`src/rtl/ram_loader_if.sv`:
```
// Bus bundle for ram_loader: serial write-engine control plus the ROM-style read port.
// The master drives load and read requests; the slave returns read data and status.
interface ram_loader_if #(
   parameter int unsigned DATA_WIDTH = 4,
   parameter int unsigned ADDR_WIDTH = 2
) ();
   logic                  start;
   logic                  bit_in;
   logic                  bit_valid;
   logic [ADDR_WIDTH-1:0] address;
   logic [DATA_WIDTH-1:0] data_out;
   logic                  busy;
   logic                  done;

   modport master (
      output start, bit_in, bit_valid, address,
      input  data_out, busy, done
   );

   modport slave (
      input  start, bit_in, bit_valid, address,
      output data_out, busy, done
   );
endinterface

```
`src/rtl/ram_loader.sv`:
```
// Small synchronous RAM loaded by a serial MSB-first write engine; its read port matches the
// 4x4 ROM (registered, one clock of latency) so a loaded block can stand in for the ROM.
module ram_loader #(
   parameter int unsigned DATA_WIDTH = 4,
   parameter int unsigned DEPTH      = 4,
   parameter int unsigned ADDR_WIDTH = 2
) (
   input logic         clk,
   input logic         rst_n,
   ram_loader_if.slave bus
);
   localparam int unsigned CntW = (DATA_WIDTH > 1) ? $clog2(DATA_WIDTH) : 1;

   typedef enum logic [1:0] {StIdle, StShift, StDone} state_e;

   state_e                state_q;
   logic [DATA_WIDTH-1:0] mem_q [DEPTH];
   logic [DATA_WIDTH-1:0] shreg_q;
   logic [CntW-1:0]       bitcnt_q;
   logic [ADDR_WIDTH-1:0] waddr_q;
   logic [DATA_WIDTH-1:0] data_out_q;
   logic                  busy_q;
   logic                  done_q;
   logic [DATA_WIDTH-1:0] word;

   assign word = {shreg_q[DATA_WIDTH-2:0], bus.bit_in};

   always_ff @(posedge clk) begin
      if (!rst_n) begin
         state_q    <= StIdle;
         shreg_q    <= '0;
         bitcnt_q   <= '0;
         waddr_q    <= '0;
         data_out_q <= '0;
         busy_q     <= 1'b0;
         done_q     <= 1'b0;
         for (int i = 0; i < int'(DEPTH); i++) begin
            mem_q[i] <= '0;
         end
      end else begin
         // Nonblocking read alongside the write gives read-before-write on a shared address.
         data_out_q <= mem_q[bus.address];
         unique case (state_q)
            StIdle, StDone: begin
               if (bus.start) begin
                  state_q  <= StShift;
                  bitcnt_q <= '0;
                  waddr_q  <= '0;
                  busy_q   <= 1'b1;
                  done_q   <= 1'b0;
               end
            end
            StShift: begin
               if (bus.bit_valid) begin
                  shreg_q <= word;
                  if (bitcnt_q == CntW'(DATA_WIDTH - 1)) begin
                     mem_q[waddr_q] <= word;
                     bitcnt_q       <= '0;
                     waddr_q        <= waddr_q + 1'b1;
                     if (waddr_q == ADDR_WIDTH'(DEPTH - 1)) begin
                        state_q <= StDone;
                        busy_q  <= 1'b0;
                        done_q  <= 1'b1;
                     end
                  end else begin
                     bitcnt_q <= bitcnt_q + 1'b1;
                  end
               end
            end
            default: state_q <= StIdle;
         endcase
      end
   end

   assign bus.data_out = data_out_q;
   assign bus.busy     = busy_q;
   assign bus.done     = done_q;
endmodule

```
`src/flat_wrapper.sv`:
```
// flat-port wrapper written by rule: the top's interface ports become plain ports
module ram_loader_flat 
#(
   parameter int unsigned DATA_WIDTH = 4,
   parameter int unsigned DEPTH      = 4,
   parameter int unsigned ADDR_WIDTH = 2
)
  (clk, rst_n, bus_start, bus_bit_in, bus_bit_valid, bus_address, bus_data_out, bus_busy, bus_done);
  ram_loader_if #(.DATA_WIDTH(DATA_WIDTH), .ADDR_WIDTH(ADDR_WIDTH)) bus_i ();
  input logic clk;
  input logic rst_n;
  input wire logic [$bits(bus_i.start)-1:0] bus_start;
  input wire logic [$bits(bus_i.bit_in)-1:0] bus_bit_in;
  input wire logic [$bits(bus_i.bit_valid)-1:0] bus_bit_valid;
  input wire logic [$bits(bus_i.address)-1:0] bus_address;
  output wire logic [$bits(bus_i.data_out)-1:0] bus_data_out;
  output wire logic [$bits(bus_i.busy)-1:0] bus_busy;
  output wire logic [$bits(bus_i.done)-1:0] bus_done;
  assign bus_i.start = bus_start;
  assign bus_i.bit_in = bus_bit_in;
  assign bus_i.bit_valid = bus_bit_valid;
  assign bus_i.address = bus_address;
  assign bus_data_out = bus_i.data_out;
  assign bus_busy = bus_i.busy;
  assign bus_done = bus_i.done;
  ram_loader #(.DATA_WIDTH(DATA_WIDTH), .DEPTH(DEPTH), .ADDR_WIDTH(ADDR_WIDTH)) u_core (.clk(clk), .rst_n(rst_n), .bus(bus_i));
endmodule
```
`config.mk`:
```
export PLATFORM = sky130hd
export DESIGN_NAME = ram_loader_flat
export DESIGN_NICKNAME = d
export VERILOG_FILES = /design/src/rtl/ram_loader_if.sv /design/src/rtl/ram_loader.sv /design/src/flat_wrapper.sv
export SDC_FILE = /design/constraint.sdc
export NUM_CORES = 1
export LEC_CHECK = 0
export CORE_ASPECT_RATIO = 1.25
export CORE_MARGIN = 5
export CORE_UTILIZATION = 30
export CTS_CLUSTER_SIZE = 12
export DETAILED_ROUTE_END_ITERATION = 8
export DONT_BUFFER_PORTS = 1
export GPL_TIMING_DRIVEN = 0
export PLACE_DENSITY_LB_ADDON = 0.1
export SLEW_MARGIN = 5
export SYNTH_ARGS = -nofsm -noshare
export SYNTH_HDL_FRONTEND = slang
export SYNTH_SLANG_ARGS = --single-unit
export TNS_END_PERCENT = 100
```
`constraint.sdc`:
```
create_clock -name clk -period 1.8 [get_ports clk]
set_input_delay 0.45 -clock clk [delete_from_list [all_inputs] [get_ports clk]]
set_output_delay 0.45 -clock clk [all_outputs]
set_load 0.03 [all_outputs]
```
==> impl_results.md, run 1 <==
* Post-synth top area share at 0.360
* Synth Area in Simple Gates at 0.245
* H-tree levels at 2
* Reg-to-reg endpoint: u_core.mem_q[1][3]
* Routed WL at 2550 um
* Compound-gate portion of the synthesized area at 0.0779
* Vias post-DR at 860
* MaxCap Viol Count at 0
* Crit share post-route at 0.888
* Pin slew with the least headroom to its limit at 0.480 ns
* Hold Crit Start: bus_bit_in
* Register area share after synthesis at 0.585
* Port bufs at 0
* Ant diodes at 0
* Hold Path Stages at 2
* Fraction of final layout cells with drive strength greater than 1 at 0.143
* Most common cell after layout, fill and taps aside: edfxtp_1
* Final slew viol count at 0
* Vias per inst at 4.86
* Post-synthesis adder-cell area fraction at 0.0188
* Max Fclk at 0.625 GHz
* Setup slack, reg-to-reg at 0.20 ns
* RSZ-0062 raised after global routing: false
* ANT nets after route at 0
* Post-Syn Instances at 111
* Vias in the first global route at 920
* Top cells by area, synth: edfxtp_1 (36%), dfxtp_1 (23%), mux2i_1 (6.0%)
* PD cells at 1000 mW/mm2
* CP max FO at 9
* Synth Area in XOR/XNOR at 0
* CTS tree: yes
* CTS Buf Count at 5
* Mux cell area share after synthesis at 0.0600
* Most frequent cells in the layout: edfxtp_1 (16), dfxtp_1 (15), and3_1 (12), nand2_1 (9), mux2i_1 (8)
* Worst-Skew Late Latency at 0.28 ns
* All-layer global routing usage at 0.0976
* Standard-cell row count at 27
* Die X at 69.6 um
* Starting density of the core at 0.306
* CP endpoint kind: register
* Netlist Area Pre-Place at 0.00133 mm2
* Library cells used by synthesis at 30
* Nets at 127
* Die ar. at 0.00589 mm2
* Largest net degree at the start of global routing at 11
* TritonRoute pass-1 iters at 4
* CP Class: reg -> reg
* Req. time, crit path at 1.78 ns
* Die Y at 84.6 um
* Setup violations, final at 0
* Clock Sinks at 31
* First-pass GRT wire length at 4420 um
* VDD IR max at 0.000316 V
* GRT overflow at 0
* Hold Crit Endpoint: u_core.shreg_q[0]
* Clock tree buffer depth at 2
* Final setup TNS at 0 ns
* Worst Setup SP: u_core.bitcnt_q[0]
* Clock transition at the registers of the reported paths at 0.06 ns
* Syn Area/Cell at 12.0 um2
* Pre-CTS WS at 0.0252 ns
* HP Class: in -> reg
* Pleak at 0.626 nW
* Fin crit period at 1.60 ns
* Startpoint Class: register
* Area Overhead vs Synth at 13.9%
* Dominant cell type by area after synthesis: edfxtp_1
* Skew final at 0.00528 ns
* Drt drc at 0
* Fillers at 438
* Worst r2r path cells at 4
* Post-DR wirelength/cell at 14.4 um
* Core footprint at 0.00436 mm2
* Arrival time at the worst endpoint at 1.58 ns
* Final hold vios at 0
* Hold_buf cts at 0
* Largest family of logic cells by synthesized area: simple AND/OR/NAND/NOR gates
* Placer congestion estimate at 0.748
* Status: completed
* Worst r2r src: u_core.bitcnt_q[0]
* Drt initial violations at 17
* Warnings, synthesis at 0
* Setup WS post-layout at 0.201 ns
* Syn_nets at 120
* Slew HR at 0.680
* Root Buffer: clkbuf_8
* Flops & latches, synth at 31
* DP HPWL at 1930 um
* Initial antenna violation count at 0
* Total power at 1.52 mW
* IO Pins at 13
-- layout make-up --
class                   count  area, um2  area share
flip-flops and latches     31        781       0.514
clock inverters             3       38.8      0.0255
clock buffers               5       68.8      0.0453
plain buffers               3       13.8     0.00906
inverters                   1       3.75     0.00247
well taps                  58       72.6      0.0478
multi-input cells          76        541       0.356
-- sequential cells by signal, summed over array words and instances, names as in the netlist --
name and cells:
u_core.bus.busy 1, u_core.state_q 2, u_core.shreg_q 3, u_core.mem_q 16, u_core.bus.data_out 4, u_core.waddr_q 2
u_core.bus.done 1, u_core.bitcnt_q 2
-- timing repair --
item | CTS | global route
setup endpoints to repair | 0 | 12
resized for setup | 0 | 3
buffers inserted | 0 | 0
-- Yosys cell counts, drive strengths merged --
cell type,number
o21a,2
o21ai,4
nand4b,1
mux2i,8
nand4,1
ha,2
nand2,9
o31ai,1
and3,12
edfxtp,16
o22ai,4
nand3b,2
inv,1
nor2b,2
and4b,1
and2,6
clkbuf,1
dfxtp,15
and3b,1
a21o,1
nor3,2
a21oi,4
o41ai,1
nor3b,2
buf,2
nand2b,3
nand3,6
nor2,1
-- worst max-delay path, stage by stage, from the launching register on --
cell,delay [ns]
dfxtp_1,0.36
ha_1,0.27
nand4b_4,0.21
nor2_4,0.21
a21o_1,0.24
-- per-stage QoR --
stage	area (um2)	utilization	hold WS [ns]	cells
finish	1520	0.349	0.322	177
floorplan	1330	-	0.452	111
global route	1520	0.349	0.345	177
CTS	1510	0.347	0.316	177
global placement	1410	0.323	0.460	169
detailed placement	1410	0.323	0.465	169
-- per-layer routing --
metal / wire length (um) / up-vias / part of all wire / GRT usage
li1: - / 428 / - / -
met5: 0 / - / 0 / 0
met4: 39 / 0 / 0.015 / 0.0418
met2: 1370 / 17 / 0.54 / 0.178
met1: 984 / 410 / 0.39 / 0.0950
met3: 156 / 5 / 0.061 / 0.0431
-- how the worst max path moves through the flow --
stage	end	slack (ns)	cells past startpoint
floorplan	u_core.mem_q[0][0]	0.24	3
CTS	u_core.mem_q[0][2]	0.03	3
finish	u_core.mem_q[1][3]	0.20	4
global route	u_core.mem_q[3][2]	0.13	3
detailed placement	u_core.mem_q[0][1]	0.03	3
global placement	u_core.mem_q[3][1]	0.06	3
-- where the power goes --
group	switching (mW)	internal, mW	total, mW	leakage [nW]
Clock	0.261	0.405	0.666	0.0556
Sequential	0.0279	0.765	0.793	0.287
Combinational	0.0390	0.0226	0.0616	0.283
-- cell families (layout without fill, tap and decap cells) --
| group | Yosys count | in the layout |
|---|---|---|
| simple gates | 49 | 49 |
| flops | 31 | 31 |
| compound gates | 17 | 17 |
| mux | 8 | 8 |
| buf+inv | 4 | 12 |
| fa+ha+maj | 2 | 2 |
Power figures use the tool's default switching activity.
==> run 2, diff against run 1 <==
--- a/config.mk
+++ b/config.mk
@@ -13,6 +13,7 @@
 export DONT_BUFFER_PORTS = 1
 export GPL_TIMING_DRIVEN = 0
 export PLACE_DENSITY_LB_ADDON = 0.1
+export SETUP_SLACK_MARGIN = 0.4
 export SLEW_MARGIN = 5
 export SYNTH_ARGS = -nofsm -noshare
 export SYNTH_HDL_FRONTEND = slang
==> impl_results.md, run 2 (synthesis gave the netlist of run 1 again) <==
* Status: completed (unchanged)
* P_int at 1.05 mW (was 1.19 mW)
* CP max FO at 7 (was 9)
* Combinational power share at 0.050 (was 0.041)
* Vias in the first global route at 904 (was 920)
* Psw at 0.304 mW (was 0.328 mW)
* Initial antenna violation count at 0 (unchanged)
* Final hold vios at 0 (unchanged)
* Fraction of power spent switching nets at 0.225 (was 0.216)
* Placer congestion estimate at 0.719 (was 0.748)
* Req. time, crit path at 1.78 ns (about the same)
* Worst-Skew Late Latency at 0.28 ns (about the same)
* CTS Buf Count at 5 (unchanged)
* Clock transition at the registers of the reported paths at 0.06 ns (about the same)
* Power share of the clock group at 0.364 (was 0.438)
* Dpl cell area at 0.00141 mm2 (about the same)
* Final slew viol count at 0 (unchanged)
* GRT overflow at 0 (unchanged)
* Setup violations, final at 0 (unchanged)
* Pleak at 0.645 nW (was 0.626 nW)
* Ant diodes at 0 (unchanged)
* All-layer global routing usage at 0.0985 (was 0.0976)
* Setup slack, reg-to-reg at 0.43 ns (was 0.20 ns)
* Final setup TNS at 0 ns (unchanged)
* Root Buffer: clkbuf_8 (unchanged)
* Pin slew with the least headroom to its limit at 0.333 ns (was 0.480 ns)
* Reg power frac at 0.587 (was 0.522)
* Core footprint at 0.00436 mm2 (unchanged)
* Hold Crit Start: bus_bit_in (unchanged)
* Crit share post-route at 0.763 (was 0.888)
* Most frequent cells in the layout: edfxtp_1 (16), and3_1 (12), dfxtp_1 (11), nand2_1 (9), mux2i_1 (8) (was edfxtp_1 (16), dfxtp_1 (15), and3_1 (12), nand2_1 (9), mux2i_1 (8))
* Fin crit period at 1.37 ns (was 1.60 ns)
* Post-route cell area at 0.00157 mm2 (was 0.00152 mm2)
* Clock Sinks at 31 (unchanged)
* First-pass GRT wire length at 4420 um (about the same)
* Drt initial violations at 7 (was 17)
* Startpoint Class: register (unchanged)
* Vias per inst at 4.73 (was 4.86)
* CP Class: reg -> reg (unchanged)
* Routed WL at 2580 um (was 2550 um)
* Most flops, register: u_core.mem_q (unchanged)
* Slew HR at 0.778 (was 0.680)
* PD cells at 862 mW/mm2 (was 1000 mW/mm2)
* Starting density of the core at 0.306 (unchanged)
* Pre-CTS WS at 0.0117 ns (was 0.0252 ns)
* Total power at 1.35 mW (was 1.52 mW)
* Die ar. at 0.00589 mm2 (unchanged)
* TritonRoute pass-1 iters at 4 (unchanged)
* Largest register FFs at 16 (unchanged)
* Die Y at 84.6 um (unchanged)
* IO Pins at 13 (unchanged)
* Nets at 132 (was 127)
* DP HPWL at 1920 um (was 1930 um)
* ANT nets after route at 0 (unchanged)
* Skew final at 0.00284 ns (was 0.00528 ns)
* Worst r2r src: u_core.bitcnt_q[0] (unchanged)
* Area Overhead vs Synth at 17.5% (was 13.9%)
* Worst Setup SP: u_core.bitcnt_q[0] (unchanged)
* Vias post-DR at 857 (was 860)
* HP Class: in -> reg (unchanged)
* Drt drc at 0 (unchanged)
* Hold_buf cts at 0 (unchanged)
* Post-DR wirelength/cell at 14.3 um (was 14.4 um)
* Fraction of final layout cells with drive strength greater than 1 at 0.236 (was 0.143)
* Largest net degree at the start of global routing at 11 (unchanged)
* Max Fclk at 0.728 GHz (was 0.625 GHz)
* Arrival time at the worst endpoint at 1.35 ns (was 1.58 ns)
* CTS tree: yes (unchanged)
* Port bufs at 0 (unchanged)
* Most common cell after layout, fill and taps aside: edfxtp_1 (unchanged)
* CP endpoint kind: register (unchanged)
* H-tree levels at 2 (unchanged)
* Standard-cell row count at 27 (unchanged)
* Clock tree buffer depth at 2 (unchanged)
* RSZ-0062 raised after global routing: true (was false)
* Setup WS post-layout at 0.426 ns (was 0.201 ns)
* Die X at 69.6 um (unchanged)
* MaxCap Viol Count at 0 (unchanged)
* VDD IR max at 0.000340 V (was 0.000316 V)
==> run 2: area by class of cell <==
class	count	area, um2
Timing Repair Buffer	5	41.3
Multi-Input combinational cell	76	569
Clock buffer	5	68.8
Fill cell	453	2790
Buffer	3	15.0
Clock inverter	2	8.76
Inverter	1	3.75
Sequential cell	31	788
Tap cell	58	72.6
==> run 2: layer usage <==
layer  track usage  vias up  share of wire
met5             0        -              0
met4        0.0418        0          0.017
met3        0.0431        5          0.059
met2         0.185       16           0.54
met1        0.0918      399           0.38
li1              -      437              -
==> run 2: per-stage QoR <==
stage	utilization	hold WS, ns	std cells
after floorplan	-	0.452	111
after CTS	0.356	0.317	180
after global placement	0.324	0.460	169
after detailed placement	0.324	0.473	169
after global routing	0.360	0.343	181
final	0.360	0.318	181
==> run 2: worst paths after layout <==
check	end	cells past startpoint
worst max-delay path	u_core.mem_q[1][1]	4
worst max register to register	u_core.mem_q[1][1]	4
worst min-delay path	u_core.shreg_q[0]	2
worst min register to register	u_core.bitcnt_q[1]	2
==> run 2: power groups by stage <==
stage          Combinational, mW  Sequential, mW  Clock, mW
5_1_grt                   0.0767           0.795      0.544
3_5_place_dp              0.0641           0.809          0
2_1_floorplan             0.0491           0.804          0
4_1_cts                   0.0669           0.794      0.509
6_report                  0.0671           0.793      0.492
3_3_place_gp              0.0630           0.808          0
==> run 2: worst max-delay path, stage by stage (launching register included) <==
cell and delay (ns):
dfxtp_4 0.36, ha_4 0.15, nand4b_4 0.20, nor2_4 0.15, a21o_1 0.22
==> run 2: what timing repair did <==
item	CTS	global route
pin swaps	3	4
setup buffers	4	1
setup endpoints to repair	16	14
gates resized for setup	9	6
